===== src/rtl/i2c_slave_fifo.sv =====
// i2c_slave_fifo -- clocked I2C slave with RX/TX byte FIFOs.
//
// SDA/SCL are oversampled with the system clock (which must run at least 16x
// SCL). The slave answers a programmable 7-bit address. Bytes the master
// writes are pushed into the RX FIFO. Bytes the master reads are popped from
// the TX FIFO, and 0xFF is sent when the TX FIFO is empty.
//
// Ports:
//   clock, reset        system clock, synchronous active-high reset
//   sdaIn, sclIn        pin levels (asynchronous to clock)
//   sdaOe               1 = pull SDA low, 0 = release the pad
//   rxData/rxValid      RX FIFO head (first-word fall-through) / not empty
//   rxRead              pop the RX head
//   txData/txWrite      byte to queue for master reads / push strobe
//   txFull              TX FIFO full
//   startReceived, restartReceived, stopReceived   1-cycle bus event pulses
//   addressedForReceive/addressedForSend           address-match levels
//   rxOverflow          pulse: received byte NACKed because the RX FIFO is full
//   txUnderflow         pulse: 0xFF sent because the TX FIFO is empty
//
// Handshakes: a byte leaves the RX FIFO on every clock where rxValid and
// rxRead are both 1 (rxRead with rxValid=0 does nothing), and a byte enters
// the TX FIFO on every clock where txWrite=1 and txFull=0 (txWrite with
// txFull=1 does nothing).

module i2c_slave_fifo_queue #(
  parameter int Depth = 16,
  parameter int Width = 8
) (
  input  logic             clock,
  input  logic             reset,
  input  logic [Width-1:0] writeData,
  input  logic             push,
  input  logic             pop,
  output logic [Width-1:0] readData,
  output logic             empty,
  output logic             full
);
  localparam int PtrW = $clog2(Depth);
  localparam logic [PtrW-1:0] PtrOne = PtrW'(1);
  localparam logic [PtrW:0] CntOne = (PtrW + 1)'(1);
  localparam logic [PtrW:0] CntFull = (PtrW + 1)'(Depth);

  logic [Width-1:0] mem [Depth];
  logic [PtrW-1:0] wrPtr;
  logic [PtrW-1:0] rdPtr;
  logic [PtrW:0] count;
  logic doPush;
  logic doPop;

  assign empty = (count == '0);
  assign full = (count == CntFull);
  assign doPush = push && !full;
  assign doPop = pop && !empty;
  assign readData = mem[rdPtr];

  // Depth is a power of two, so the pointers wrap by plain overflow.
  always_ff @(posedge clock) begin
    if (reset) begin
      wrPtr <= '0;
      rdPtr <= '0;
      count <= '0;
    end else begin
      if (doPush) wrPtr <= wrPtr + PtrOne;
      if (doPop) rdPtr <= rdPtr + PtrOne;
      case ({doPush, doPop})
        2'b10: count <= count + CntOne;
        2'b01: count <= count - CntOne;
        default: ;
      endcase
    end
  end

  always_ff @(posedge clock) begin
    if (doPush) mem[wrPtr] <= writeData;
  end
endmodule

module i2c_slave_fifo #(
  parameter logic [6:0] Address = 7'h50,
  parameter int RxDepth = 16,
  parameter int TxDepth = 16,
  parameter int SyncStages = 2
) (
  input  logic       clock,
  input  logic       reset,
  input  logic       sdaIn,
  input  logic       sclIn,
  output logic       sdaOe,
  output logic [7:0] rxData,
  output logic       rxValid,
  input  logic       rxRead,
  input  logic [7:0] txData,
  input  logic       txWrite,
  output logic       txFull,
  output logic       startReceived,
  output logic       restartReceived,
  output logic       stopReceived,
  output logic       addressedForReceive,
  output logic       addressedForSend,
  output logic       rxOverflow,
  output logic       txUnderflow
);
  typedef enum logic [2:0] {
    Idle, Addr, AddrAck, RxByte, RxAck, TxByte, TxAck, Ignore
  } stateType;

  stateType state;
  stateType nextState;

  // Input synchronizers plus one edge-detect register. They reset to 1 (idle
  // bus) so leaving reset never looks like a START.
  logic [SyncStages-1:0] sdaSync;
  logic [SyncStages-1:0] sclSync;
  logic sdaS, sclS, sdaD, sclD;

  always_ff @(posedge clock) begin
    if (reset) begin
      sdaSync <= '1;
      sclSync <= '1;
      sdaD <= 1'b1;
      sclD <= 1'b1;
    end else begin
      sdaSync <= {sdaSync[SyncStages-2:0], sdaIn};
      sclSync <= {sclSync[SyncStages-2:0], sclIn};
      sdaD <= sdaS;
      sclD <= sclS;
    end
  end

  assign sdaS = sdaSync[SyncStages-1];
  assign sclS = sclSync[SyncStages-1];

  logic startEv, stopEv, sclRise, sclFall;
  assign startEv = sclS && sclD && sdaD && !sdaS;
  assign stopEv = sclS && sclD && !sdaD && sdaS;
  assign sclRise = sclS && !sclD;
  assign sclFall = !sclS && sclD;

  // FIFOs
  logic rxPush, rxFull, rxEmpty;
  logic txPop, txEmpty;
  logic [7:0] txHead;
  logic [7:0] rxByteNext;

  i2c_slave_fifo_queue #(.Depth(RxDepth), .Width(8)) rxFifo (
    .clock(clock), .reset(reset), .writeData(rxByteNext), .push(rxPush),
    .pop(rxRead), .readData(rxData), .empty(rxEmpty), .full(rxFull)
  );

  i2c_slave_fifo_queue #(.Depth(TxDepth), .Width(8)) txFifo (
    .clock(clock), .reset(reset), .writeData(txData), .push(txWrite),
    .pop(txPop), .readData(txHead), .empty(txEmpty), .full(txFull)
  );

  assign rxValid = !rxEmpty;

  // Datapath registers
  logic [7:0] shiftReg, shiftNext;
  logic [3:0] bitCnt, bitCntNext;
  logic ackSlot, ackSlotNext;   // 1 once the ACK slot has begun (first fall seen)
  logic ackOk, ackOkNext;       // RX slot answers ACK (1) or NACK (0)
  logic sdaOeNext, recvNext, sendNext;
  logic startNext, restartNext, stopNext, overflowNext, underflowNext;
  logic addrMatch;
  logic [7:0] txLoad;

  assign rxByteNext = {shiftReg[6:0], sdaS};
  assign addrMatch = (shiftReg[6:0] == Address);
  assign txLoad = txEmpty ? 8'hFF : txHead;

  // State register (and datapath registers)
  always_ff @(posedge clock) begin
    if (reset) begin
      state <= Idle;
      shiftReg <= '0;
      bitCnt <= '0;
      ackSlot <= 1'b0;
      ackOk <= 1'b0;
      sdaOe <= 1'b0;
      addressedForReceive <= 1'b0;
      addressedForSend <= 1'b0;
      startReceived <= 1'b0;
      restartReceived <= 1'b0;
      stopReceived <= 1'b0;
      rxOverflow <= 1'b0;
      txUnderflow <= 1'b0;
    end else begin
      state <= nextState;
      shiftReg <= shiftNext;
      bitCnt <= bitCntNext;
      ackSlot <= ackSlotNext;
      ackOk <= ackOkNext;
      sdaOe <= sdaOeNext;
      addressedForReceive <= recvNext;
      addressedForSend <= sendNext;
      startReceived <= startNext;
      restartReceived <= restartNext;
      stopReceived <= stopNext;
      rxOverflow <= overflowNext;
      txUnderflow <= underflowNext;
    end
  end

  // Next-state logic. STOP beats START, which beats data events.
  always_comb begin
    nextState = state;
    if (stopEv) begin
      nextState = Idle;
    end else if (startEv) begin
      nextState = Addr;
    end else begin
      case (state)
        Addr:    if (sclRise && bitCnt == 4'd7) nextState = addrMatch ? AddrAck : Ignore;
        AddrAck: if (sclFall && ackSlot) nextState = addressedForSend ? TxByte : RxByte;
        RxByte:  if (sclRise && bitCnt == 4'd7) nextState = RxAck;
        RxAck:   if (sclFall && ackSlot) nextState = RxByte;
        TxByte:  if (sclFall && bitCnt == 4'd8) nextState = TxAck;
        TxAck:   if (sclRise) nextState = sdaS ? Ignore : TxByte;
        default: ;
      endcase
    end
  end

  // Output / datapath logic
  always_comb begin
    shiftNext = shiftReg;
    bitCntNext = bitCnt;
    ackSlotNext = ackSlot;
    ackOkNext = ackOk;
    sdaOeNext = sdaOe;
    recvNext = addressedForReceive;
    sendNext = addressedForSend;
    startNext = 1'b0;
    restartNext = 1'b0;
    stopNext = 1'b0;
    overflowNext = 1'b0;
    underflowNext = 1'b0;
    rxPush = 1'b0;
    txPop = 1'b0;
    if (stopEv) begin
      stopNext = 1'b1;
      sdaOeNext = 1'b0;
      ackSlotNext = 1'b0;
      recvNext = 1'b0;
      sendNext = 1'b0;
    end else if (startEv) begin
      // Any partial byte is simply dropped: bitCnt restarts at 0.
      if (state == Idle) startNext = 1'b1;
      else restartNext = 1'b1;
      sdaOeNext = 1'b0;
      bitCntNext = '0;
      ackSlotNext = 1'b0;
      recvNext = 1'b0;
      sendNext = 1'b0;
    end else begin
      case (state)
        Addr: begin
          if (sclRise) begin
            shiftNext = rxByteNext;
            bitCntNext = bitCnt + 4'd1;
            if (bitCnt == 4'd7) begin
              bitCntNext = '0;
              ackSlotNext = 1'b0;
              if (addrMatch) begin
                recvNext = !sdaS;
                sendNext = sdaS;
              end
            end
          end
        end
        AddrAck: begin
          if (sclFall) begin
            if (!ackSlot) begin
              sdaOeNext = 1'b1;
              ackSlotNext = 1'b1;
            end else begin
              ackSlotNext = 1'b0;
              if (addressedForSend) begin
                // The fall ending the ACK slot is also where the MSB goes out.
                txPop = !txEmpty;
                underflowNext = txEmpty;
                shiftNext = txLoad;
                sdaOeNext = !txLoad[7];
                bitCntNext = 4'd1;
              end else begin
                sdaOeNext = 1'b0;
                bitCntNext = '0;
              end
            end
          end
        end
        RxByte: begin
          if (sclRise) begin
            shiftNext = rxByteNext;
            bitCntNext = bitCnt + 4'd1;
            if (bitCnt == 4'd7) begin
              bitCntNext = '0;
              ackSlotNext = 1'b0;
              // Full is judged before any same-cycle rxRead frees a slot.
              if (rxFull) begin
                overflowNext = 1'b1;
                ackOkNext = 1'b0;
              end else begin
                rxPush = 1'b1;
                ackOkNext = 1'b1;
              end
            end
          end
        end
        RxAck: begin
          if (sclFall) begin
            if (!ackSlot) begin
              sdaOeNext = ackOk;
              ackSlotNext = 1'b1;
            end else begin
              sdaOeNext = 1'b0;
              ackSlotNext = 1'b0;
            end
          end
        end
        TxByte: begin
          if (sclFall) begin
            if (bitCnt == 4'd8) begin
              sdaOeNext = 1'b0;
              bitCntNext = '0;
            end else begin
              sdaOeNext = !shiftReg[3'd7 - bitCnt[2:0]];
              bitCntNext = bitCnt + 4'd1;
            end
          end
        end
        TxAck: begin
          if (sclRise && !sdaS) begin
            // Master ACK: load the next byte; its MSB goes out on the next fall.
            txPop = !txEmpty;
            underflowNext = txEmpty;
            shiftNext = txLoad;
            bitCntNext = '0;
          end
        end
        default: sdaOeNext = 1'b0;  // Idle, Ignore
      endcase
    end
  end
endmodule


===== config.mk =====
export PLATFORM = sky130hd
export DESIGN_NAME = i2c_slave_fifo
export DESIGN_NICKNAME = d
export VERILOG_FILES = /design/src/rtl/i2c_slave_fifo.sv
export SDC_FILE = /design/constraint.sdc
export NUM_CORES = 1
export LEC_CHECK = 0
export BUFFER_PORTS_ARGS = -buffer_cell sky130_fd_sc_hd__buf_4
export CAP_MARGIN = 20
export CORE_MARGIN = 5
export CORE_UTILIZATION = 40
export DETAILED_ROUTE_END_ITERATION = 6
export PLACE_DENSITY_LB_ADDON = 0.3
export SLEW_MARGIN = 30
export SYNTH_ARGS = -nofsm -noshare
export SYNTH_HDL_FRONTEND = slang
export SYNTH_SLANG_ARGS = --single-unit

===== constraint.sdc =====
create_clock -name clock -period 4.5 [get_ports clock]
set_input_delay 0.45 -clock clock [delete_from_list [all_inputs] [get_ports clock]]
set_output_delay 0.45 -clock clock [all_outputs]
set_load 0.05 [all_outputs]

==> flow_metrics.py, run 1 <==
metrics = {
    "die": {
        "core_um2": 32500,
        "fp.dieW_um": 191,
        "initial_core_util_pct": 40.5,
        "row_count": 66,
        "die_area_um2": 36600,
        "chipHeight_um": 191,
        "ios": 32,
    },
    "final_layout": {
        "multi_input_area_um2": 3880,
        "drive_above_1_share_pct": 21.9,
        "nets": 875,
        "layout_common_cells": "edfxtp_1 (256), nor2_1 (92), mux4_2 (82), dfxtp_1 (62), buf_4 (48)",
        "layout_commonest_cell": "edfxtp_1",
        "area_growth_pct": 13.6,
        "antenna_cells": 0,
        "fin_area_um2": 14900,
        "n_fill_cell": 2819,
        "seqCellArea_um2": 8990,
    },
    "yosys": {
        "synth_area_um2": 13100,
        "synthCells": 801,
        "synth_area_leaders": "edfxtp_1 (59%), mux4_2 (14%), dfxtp_1 (9.9%)",
        "yosysWarnings": 0,
        "synth_top_cell_by_area": "edfxtp_1",
        "synth_nets": 835,
        "synth-main-ff-cell": "edfxtp_1",
        "ys_types": 58,
        "syn-mean-instance-area_um2": 16.4,
        "synth_edf_count": 256,
        "ys_async_sr_fraction_pct": 0,
        "synth.yosys.seq_area_share_pct": 68.4,
        "yosys.area.top_type_share_pct": 58.5,
        "ys_seq_elements": 321,
    },
    "timing": {
        "setup_tns_ns": 0,
        "timing.fmax_mhz": 289,
        "rsz0062_at_grt": "no",
        "fin_crit_ns": 3.47,
        "finalHoldViolations": 0,
        "max_slew.worst_pin.slew_ns": 0.922,
        "finalMaxSlewViolations": 0,
        "finalCritPeriodShare_pct": 77.0,
        "relSlewSlack_pct": 37.9,
        "finalClockSkew_ns": 0.0228,
        "setup_violations": 0,
    },
    "power_and_ir_drop": {
        "intPower_mw": 4.78,
        "comb_power_share_pct": 2.1,
        "power.switching_mw": 1.18,
        "leakage_nw": 4.81,
        "clkPwrFrac_pct": 43.9,
        "p_per_area_nw_per_um2": 399,
        "switching_share_pct": 19.9,
        "pwr-share-seq_pct": 54.0,
        "peakVddDrop_uv": 352,
    },
    "worst_setup_path": {
        "timing.rr.end": "rxFifo.count[4]",
        "worstSetupEndpointType": "flop",
        "worstSetupPathType": "reg -> reg",
        "r2r-start": "bitCnt[0]",
        "cp.required_ns": 4.87,
        "rrSetupSlack_ns": 1.03,
        "critPathLaunchType": "flop",
        "critPathArrivalTime_ns": 3.83,
        "reg2regPathDepth": 13,
        "critical_path.max_fanout": 9,
    },
    "route": {
        "routedWlPerCell_um": 19.7,
        "firstDrtPassIters": 5,
        "drtIter0Drc": 601,
        "vias_per_cell": 5.25,
        "drc": 0,
        "num_vias": 6870,
        "antenna_left": 0,
        "wl_mm": 25.8,
    },
    "clocking": {
        "holdBufCountCts": 0,
        "cts_resized": 0,
        "cts_root_buffer": "clkbuf_16",
        "htreeDepth": 2,
        "cts_tree": "done",
        "cts_sinks": 321,
        "postCtsSetupBuffers": 0,
        "insertion_delay_ns": 0.51,
        "numCtsBuffers": 34,
        "cts_buffer_depth": 3,
        "path_clk_slew_ns": 0.06,
    },
    "placed_design": {
        "portBuffers": 31,
        "dp_hpwl_mm": 16.6,
        "dpl_cell_area_um2": 13900,
        "gp_congestion": 0.880,
    },
    "hold_path": {
        "hold_path_depth": 2,
        "hp-start": "sdaIn",
        "hp-class": "in -> reg",
        "hold_end": "sdaSync[0]",
    },
    "grt": {
        "grt_overflow": 0,
        "grt_pass1_vias": 7134,
        "grt_pass1_wl_mm": 41.4,
        "antenna_found_initial": 0,
        "grt_max_degree": 54,
        "grt_use_total_pct": 14.5,
    },
    "status": {
        "status": "finished, final reports clean",
    },
    "job": {
        "cap_viol_max_count": 0,
    },
}
==> routing by layer <==
layer  wire length (um)  track usage [%]
met5                  0                0
met4                485             3.45
met3               1080             2.78
met2              12700             24.2
met1              11500             19.8
==> worst max-delay path by stage <==
stage                            to              from  slack (ns)
detailed placement  rxFifo.count[4]         bitCnt[0]        1.06
floorplan           txFifo.count[2]  addressedForSend        1.47
CTS                 rxFifo.count[4]         bitCnt[0]        1.05
global placement    rxFifo.count[4]         bitCnt[0]        1.16
global route        rxFifo.count[4]         bitCnt[0]        0.65
finish              rxFifo.count[4]         bitCnt[0]        1.03
==> state kept, by name, indices dropped and copies added (netlist names), 2 cells and up, named ones only <==
register	cells
rxFifo.wrPtr	4
txFifo.rdPtr	4
state	3
txFifo.mem	128
sdaSync	2
txFifo.wrPtr	4
bitCnt	4
rxFifo.count	5
txFifo.count	5
rxFifo.mem	128
rxFifo.rdPtr	4
sclSync	2
shiftReg	8
==> kinds of logic (layout without fill, tap and decap cells) <==
logic type,after synthesis,count (layout),synth area share (%)
AOI/OAI and AO/OA,74,74,3.72
muxes,89,89,14.6
buffers and inverters,66,131,2.05
DFF,321,321,68.4
and+or+nand+nor,210,210,7.83
xor gates and xnor gates,21,21,1.40
adders and majority gates,20,20,1.96
==> worst max-delay path: stages, from the launching register on <==
cell      delay [ns]
dfxtp_1         0.47
ha_1            0.25
nand3b_1        0.17
nor3b_1         0.46
and4_1          0.49
inv_1           0.09
ha_1            0.25
ha_1            0.32
nor2b_1         0.17
o21ai_0         0.11
and3_1          0.20
nor3_1          0.17
xnor2_1         0.14
nor2_1          0.05
==> layout make-up <==
cell class              count  share of cell area (%)
multi-input cells         414                    26.0
clock buffers              46                    6.28
inverters                  22                   0.553
repair buffers             48                    2.41
clock inverters            15                   0.780
flip-flops and latches    321                    60.3
well taps                 442                    3.71
==> synth_stat cells (all sizes together) (8+ instances only) <==
master	n
inv	22
edfxtp	256
buf	22
xor2	12
mux4	82
nor2	92
nand2	30
nor2b	8
nor3	19
clkbuf	22
dfxtp	65
o21ai	15
xnor2	9
a21oi	24
nand3	9
nand2b	10
ha	19
==> per-stage QoR <==
stage          total power, mW  hold WS (ns)  instances  setup slack (ns)  util (%)
2_1_floorplan             3.35         0.389        801              1.47         -
3_3_place_gp              3.40         0.403       1247              1.16      42.7
3_5_place_dp              3.41         0.403       1247              1.06      42.7
4_1_cts                   6.03        0.0950       1308              1.05      46.0
5_1_grt                   6.18         0.107       1308             0.645      46.0
6_report                  5.96         0.120       1308              1.03      46.0
==> power by group through the flow <==
stage | clock, mW | combinational, mW | sequential, mW
final | 2.62 | 0.125 | 3.22
after global routing | 2.82 | 0.140 | 3.22
after CTS | 2.69 | 0.125 | 3.22
after detailed placement | 0 | 0.124 | 3.28
after global placement | 0 | 0.122 | 3.28
after floorplan | 0 | 0.0717 | 3.28
Note: power is estimated with default switching activity, not from simulation.
==> run 2, diff against run 1 <==
clock period = 3.4 ns   (was 4.5 ns; I/O delays follow)
==> run 2 against run 1 <==
  * Sequential share of layout area decreased by 1.6 points
  * Final area increased by 2.8%
  * Register-to-register slack got worse by 0.59 ns
  * Die area unchanged
  * Fmax increased by 17%
  * Cell count increased by 2.5%
  * Worst hold slack got worse by 0.11 ns
  * Setup slack got worse by 0.59 ns
==> flow_metrics.py, run 2 (synthesis gave the netlist of run 1 again) <==
metrics = {
    "power_and_ir_drop": {
        "fin_total_pwr_mw": 8.39,
        "p_per_area_nw_per_um2": 547,
        "leakage_nw": 5.06,
        "peakVddDrop_uv": 456,
    },
    "timing": {
        "holdWs_ns": 0.0135,
        "rsz0062_at_grt": "no",
        "relSlewSlack_pct": 42.0,
        "finalCritPeriodShare_pct": 86.9,
        "fin_crit_ns": 2.95,
        "timing.fmax_mhz": 339,
        "finalMaxSlewViolations": 0,
        "finalClockSkew_ns": 0.0200,
        "max_slew.worst_pin.slew_ns": 0.867,
        "setup_tns_ns": 0,
        "setup_violations": 0,
        "finalHoldViolations": 0,
    },
    "route": {
        "drtIter0Drc": 566,
        "drc": 0,
        "routedWlPerCell_um": 19.6,
        "vias_per_cell": 5.18,
        "num_vias": 6940,
        "firstDrtPassIters": 5,
        "antenna_left": 0,
        "wl_mm": 26.2,
    },
    "status": {
        "status": "finished, final reports clean",
    },
    "placed_design": {
        "gp_congestion": 0.842,
        "dp_hpwl_mm": 17.0,
        "portBuffers": 31,
        "dpl_cell_area_um2": 14100,
    },
    "worst_setup_path": {
        "critical_path.max_fanout": 7,
        "critPathArrivalTime_ns": 3.40,
        "timing.rr.end": "txFifo.count[2]",
        "cp.required_ns": 3.85,
        "worstSetupEndpointType": "flop",
        "reg2regPathDepth": 11,
        "r2r-start": "ackSlot",
        "rrSetupSlack_ns": 0.45,
        "worstSetupPathType": "reg -> reg",
        "critPathLaunchType": "flop",
    },
    "grt": {
        "use_met1_pct": 20.5,
        "grt_use_total_pct": 14.6,
        "antenna_found_initial": 0,
        "grt_pass1_vias": 7077,
        "met3_usage_pct": 2.52,
        "grt_max_degree": 54,
        "grt_overflow": 0,
        "met2_usage_pct": 24.1,
        "grt_pass1_wl_mm": 41.3,
        "grt.busiest_layer": "met2",
    },
    "die": {
        "initial_core_util_pct": 40.5,
        "chipHeight_um": 191,
        "fp.dieW_um": 191,
        "die_area_um2": 36600,
        "core_um2": 32500,
        "ios": 32,
        "row_count": 66,
    },
    "final_layout": {
        "nets": 905,
        "drive_above_1_share_pct": 25.1,
        "layout_commonest_cell": "edfxtp_1",
        "antenna_cells": 0,
        "fin_area_um2": 15300,
        "reg_top3": "rxFifo.mem (128), txFifo.mem (128), shiftReg (8)",
        "area_growth_pct": 16.8,
        "layout_common_cells": "edfxtp_1 (256), nor2_1 (92), mux4_2 (82), buf_4 (74), dfxtp_1 (63)",
    },
    "job": {
        "cap_viol_max_count": 0,
    },
    "hold_path": {
        "hold_path_depth": 2,
        "hold_end": "sdaSync[0]",
        "hp-start": "sdaIn",
        "hp-class": "in -> reg",
    },
    "clocking": {
        "cts_root_buffer": "clkbuf_16",
        "numCtsBuffers": 36,
        "cts_buffer_depth": 3,
        "postCtsSetupBuffers": 0,
        "path_clk_slew_ns": 0.06,
        "cts_resized": 0,
        "insertion_delay_ns": 0.53,
        "htreeDepth": 2,
        "cts_tree": "done",
        "cts_sinks": 321,
    },
}
[run 2: cell types whose count changed in the layout (fill, tap and decap cells not counted), moves of 2 or more]
cell	previous run	this run
clkinvlp_4	0	2
buf_4	48	74
clkbuf_16	35	37
clkinv_16	0	2
clkbuf_1	9	4
bufinv_16	1	4
[run 2: how the worst max path moves through the flow]
stage,from,to,slack [ns],cells past startpoint
final,ackSlot,txFifo.count[2],0.45,11
after global routing,bitCnt[0],rxFifo.count[4],0.18,13
after CTS,ackSlot,txFifo.count[2],0.47,11
after detailed placement,ackSlot,txFifo.count[2],0.48,11
after global placement,ackSlot,txFifo.count[2],0.55,11
after floorplan,addressedForSend,txFifo.count[2],0.37,11
[run 2: final cells by class]
| type | count | area [um2] |
|---|---|---|
| Multi-Input combinational cell | 414 | 3870 |
| Clock buffer | 43 | 968 |
| Sequential cell | 321 | 8990 |
| Timing Repair Buffer | 76 | 586 |
| Inverter | 22 | 82.6 |
| Clock inverter | 23 | 282 |
| Tap cell | 442 | 553 |
| Fill cell | 2769 | 17100 |
[run 2: metrics by stage]
step | setup slack (ns) | util [%] | instances
5_1_grt | 0.175 | 47.3 | 1341
3_5_place_dp | 0.483 | 43.4 | 1274
6_report | 0.446 | 47.3 | 1341
2_1_floorplan | 0.367 | - | 801
3_3_place_gp | 0.551 | 43.4 | 1274
4_1_cts | 0.470 | 47.3 | 1341
[run 2: metal layers]
layer	vias up	part of all wire [%]
met5	-	0
met4	0	1.1
met3	25	4.3
met1	3512	46
li1	3241	-
met2	162	49
[run 2: power by group]
part           switching (mW)  internal (mW)  total [mW]  leakage (nW)
Combinational           0.106         0.0621       0.169          1.60
Clock                    1.59           2.38        3.97         0.600
Sequential             0.0151           4.24        4.26          2.86
[run 2: worst max-delay path: stages (launching register included)]
cell,delay [ns]
dfxtp_1,0.44
and4bb_1,0.27
a32oi_2,0.16
or2_2,0.33
inv_1,0.15
ha_1,0.32
xor2_1,0.17
ha_1,0.21
inv_1,0.06
and3_4,0.16
or4_1,0.46
a21oi_1,0.14
[run 2: timing repair]
action	in CTS	in global routing
hold endpoints to repair	1	0
hold buffers	1	0
endpoints found under the setup margin	0	0
==> run 3, diff against run 2 <==
BUFFER_PORTS_ARGS = -buffer_cell sky130_fd_sc_hd__buf_2   (was -buffer_cell sky130_fd_sc_hd__buf_4)
==> run 3 against run 2 <==
  * Via count is 0.13% higher
  * Global-route usage is 0.22 points lower
  * Clock-buffer cell count unchanged
  * Final area shrank 1.3%
  * Utilization shrank 0.61 points
  * Cell count decreased by 0.37%
  * Flip-flop and latch count unchanged
  * Critical path type unchanged
  * Largest cell class unchanged
==> flow_metrics.py, run 3 (synthesis gave the netlist of run 1 again) <==
metrics = {
    "status": {
        "status": "finished, final reports clean",
    },
    "worst_setup_path": {
        "critPathLaunchType": "flop",
        "worstSetupEndpointType": "flop",
        "crit_slowest_cell": "or4_1",
        "max_stage_delay_ns": 0.46,
        "timing.critical_path.buf_inv": 2,
        "cp.required_ns": 3.83,
        "cpLargestDelayFamily": "simple AND/OR/NAND/NOR gates",
        "crit_chain": "and2b_1 -> a32oi_2 -> or2_2 -> inv_1 -> ha_1 -> xor2_1 -> ha_1 -> inv_1 -> and3_4 -> or4_1 -> a21oi_1",
        "worstSetupPathType": "reg -> reg",
        "critPathArrivalTime_ns": 3.35,
        "critical_path.max_fanout": 7,
    },
    "timing": {
        "finalCritPeriodShare_pct": 85.9,
        "finalClockSkew_ns": 0.0230,
        "timing.fmax_mhz": 342,
        "setup_violations": 0,
        "fin_crit_ns": 2.92,
        "rsz0062_at_grt": "no",
        "relSlewSlack_pct": 38.8,
        "setup_tns_ns": 0,
        "max_slew.worst_pin.slew_ns": 0.915,
        "layout_setup_ws_ns": 0.479,
        "finalMaxSlewViolations": 0,
        "finalHoldViolations": 0,
    },
    "final_layout": {
        "area_growth_pct": 15.3,
        "drive_above_1_share_pct": 24.7,
        "reg_top3": "rxFifo.mem (128), txFifo.mem (128), shiftReg (8)",
        "nets": 904,
        "layout_commonest_cell": "edfxtp_1",
        "antenna_cells": 0,
        "fin_area_um2": 15100,
        "layout_common_cells": "edfxtp_1 (256), nor2_1 (92), mux4_2 (82), dfxtp_1 (63), buf_4 (43)",
        "n_fill_cell": 2791,
    },
    "grt": {
        "grt_pass1_wl_mm": 40.7,
        "antenna_found_initial": 0,
        "grt_overflow": 0,
        "grt_pass1_vias": 7154,
        "grt_max_degree": 36,
        "grt_use_total_pct": 14.3,
    },
    "clocking": {
        "cts_sinks": 321,
        "htreeDepth": 2,
        "insertion_delay_ns": 0.52,
        "postCtsSetupBuffers": 0,
        "cts_tree": "done",
        "cts_root_buffer": "clkbuf_16",
        "cts_buffer_depth": 3,
        "path_clk_slew_ns": 0.06,
        "numCtsBuffers": 35,
    },
    "power_and_ir_drop": {
        "peakVddDrop_uv": 470,
        "p_per_area_nw_per_um2": 535,
        "switching_share_pct": 19.9,
        "comb_power_share_pct": 2.0,
        "pwr-share-seq_pct": 52.5,
        "power.switching_mw": 1.61,
        "intPower_mw": 6.49,
        "clkPwrFrac_pct": 45.5,
        "leakage_nw": 4.99,
    },
    "job": {
        "cap_viol_max_count": 0,
    },
    "die": {
        "die_area_um2": 36600,
        "fp.dieW_um": 191,
        "chipHeight_um": 191,
        "ios": 32,
        "row_count": 66,
        "initial_core_util_pct": 40.5,
        "core_um2": 32500,
    },
    "hold_path": {
        "hp-class": "in -> reg",
    },
    "route": {
        "num_vias": 6949,
        "routedWlPerCell_um": 19.5,
        "antenna_left": 0,
        "firstDrtPassIters": 5,
        "vias_per_cell": 5.20,
        "wl_mm": 26.1,
        "drc": 0,
        "drtIter0Drc": 507,
    },
    "placed_design": {
        "gp_congestion": 0.842,
        "dp_hpwl_mm": 17.0,
        "dp_slack_ns": 0.526,
        "dpl_cell_area_um2": 14000,
        "portBuffers": 31,
    },
}
[run 3: power groups by stage]
stage	clock network [mW]	registers (mW)	logic, mW
finish	3.69	4.26	0.164
global route	3.95	4.26	0.183
CTS	3.78	4.26	0.167
detailed placement	0	4.34	0.165
global placement	0	4.34	0.163
floorplan	0	4.34	0.0949
[run 3: what timing repair did]
item	4_1_cts	5_1_grt
hold buffers	1	0
gates resized for setup	0	0
hold endpoints to repair	1	0
[run 3: final timing paths]
path | to | cells after the start | from | slack, ns
min reg2reg | sclSync[1] | 1 | sclSync[0] | 0.41
max reg2reg | txFifo.count[2] | 11 | sclD | 0.48
max | txFifo.count[2] | 11 | sclD | 0.48
min | sclSync[0] | 2 | sclIn | 0.03
[run 3: final cells by class]
| class | count | area, um2 | area share (%) |
|---|---|---|---|
| clock buffers | 43 | 931 | 6.15 |
| clock inverters | 18 | 200 | 1.32 |
| inverters | 22 | 82.6 | 0.545 |
| multi-input cells | 414 | 3870 | 25.6 |
| flip-flops and latches | 321 | 8990 | 59.4 |
| well taps | 442 | 553 | 3.65 |
| repair buffers | 76 | 508 | 3.36 |
[run 3: per-stage QoR]
step	std cells	hold WS [ns]	utilization, %	total power [mW]
after floorplan	801	0.389	-	4.43
after global placement	1274	0.401	43.1	4.50
after detailed placement	1274	0.398	43.1	4.51
after CTS	1336	0.0105	46.7	8.21
after global routing	1336	0.00950	46.7	8.39
final	1336	0.0270	46.7	8.11
[run 3: metal layers]
metal	track usage, %	vias up	wire, um	share of wire [%]
met4	3.59	0	477	1.8
met3	2.52	41	1060	4.1
li1	-	3239	-	-
met5	0	-	0	0
met2	24.2	127	12900	50
met1	19.4	3542	11600	45
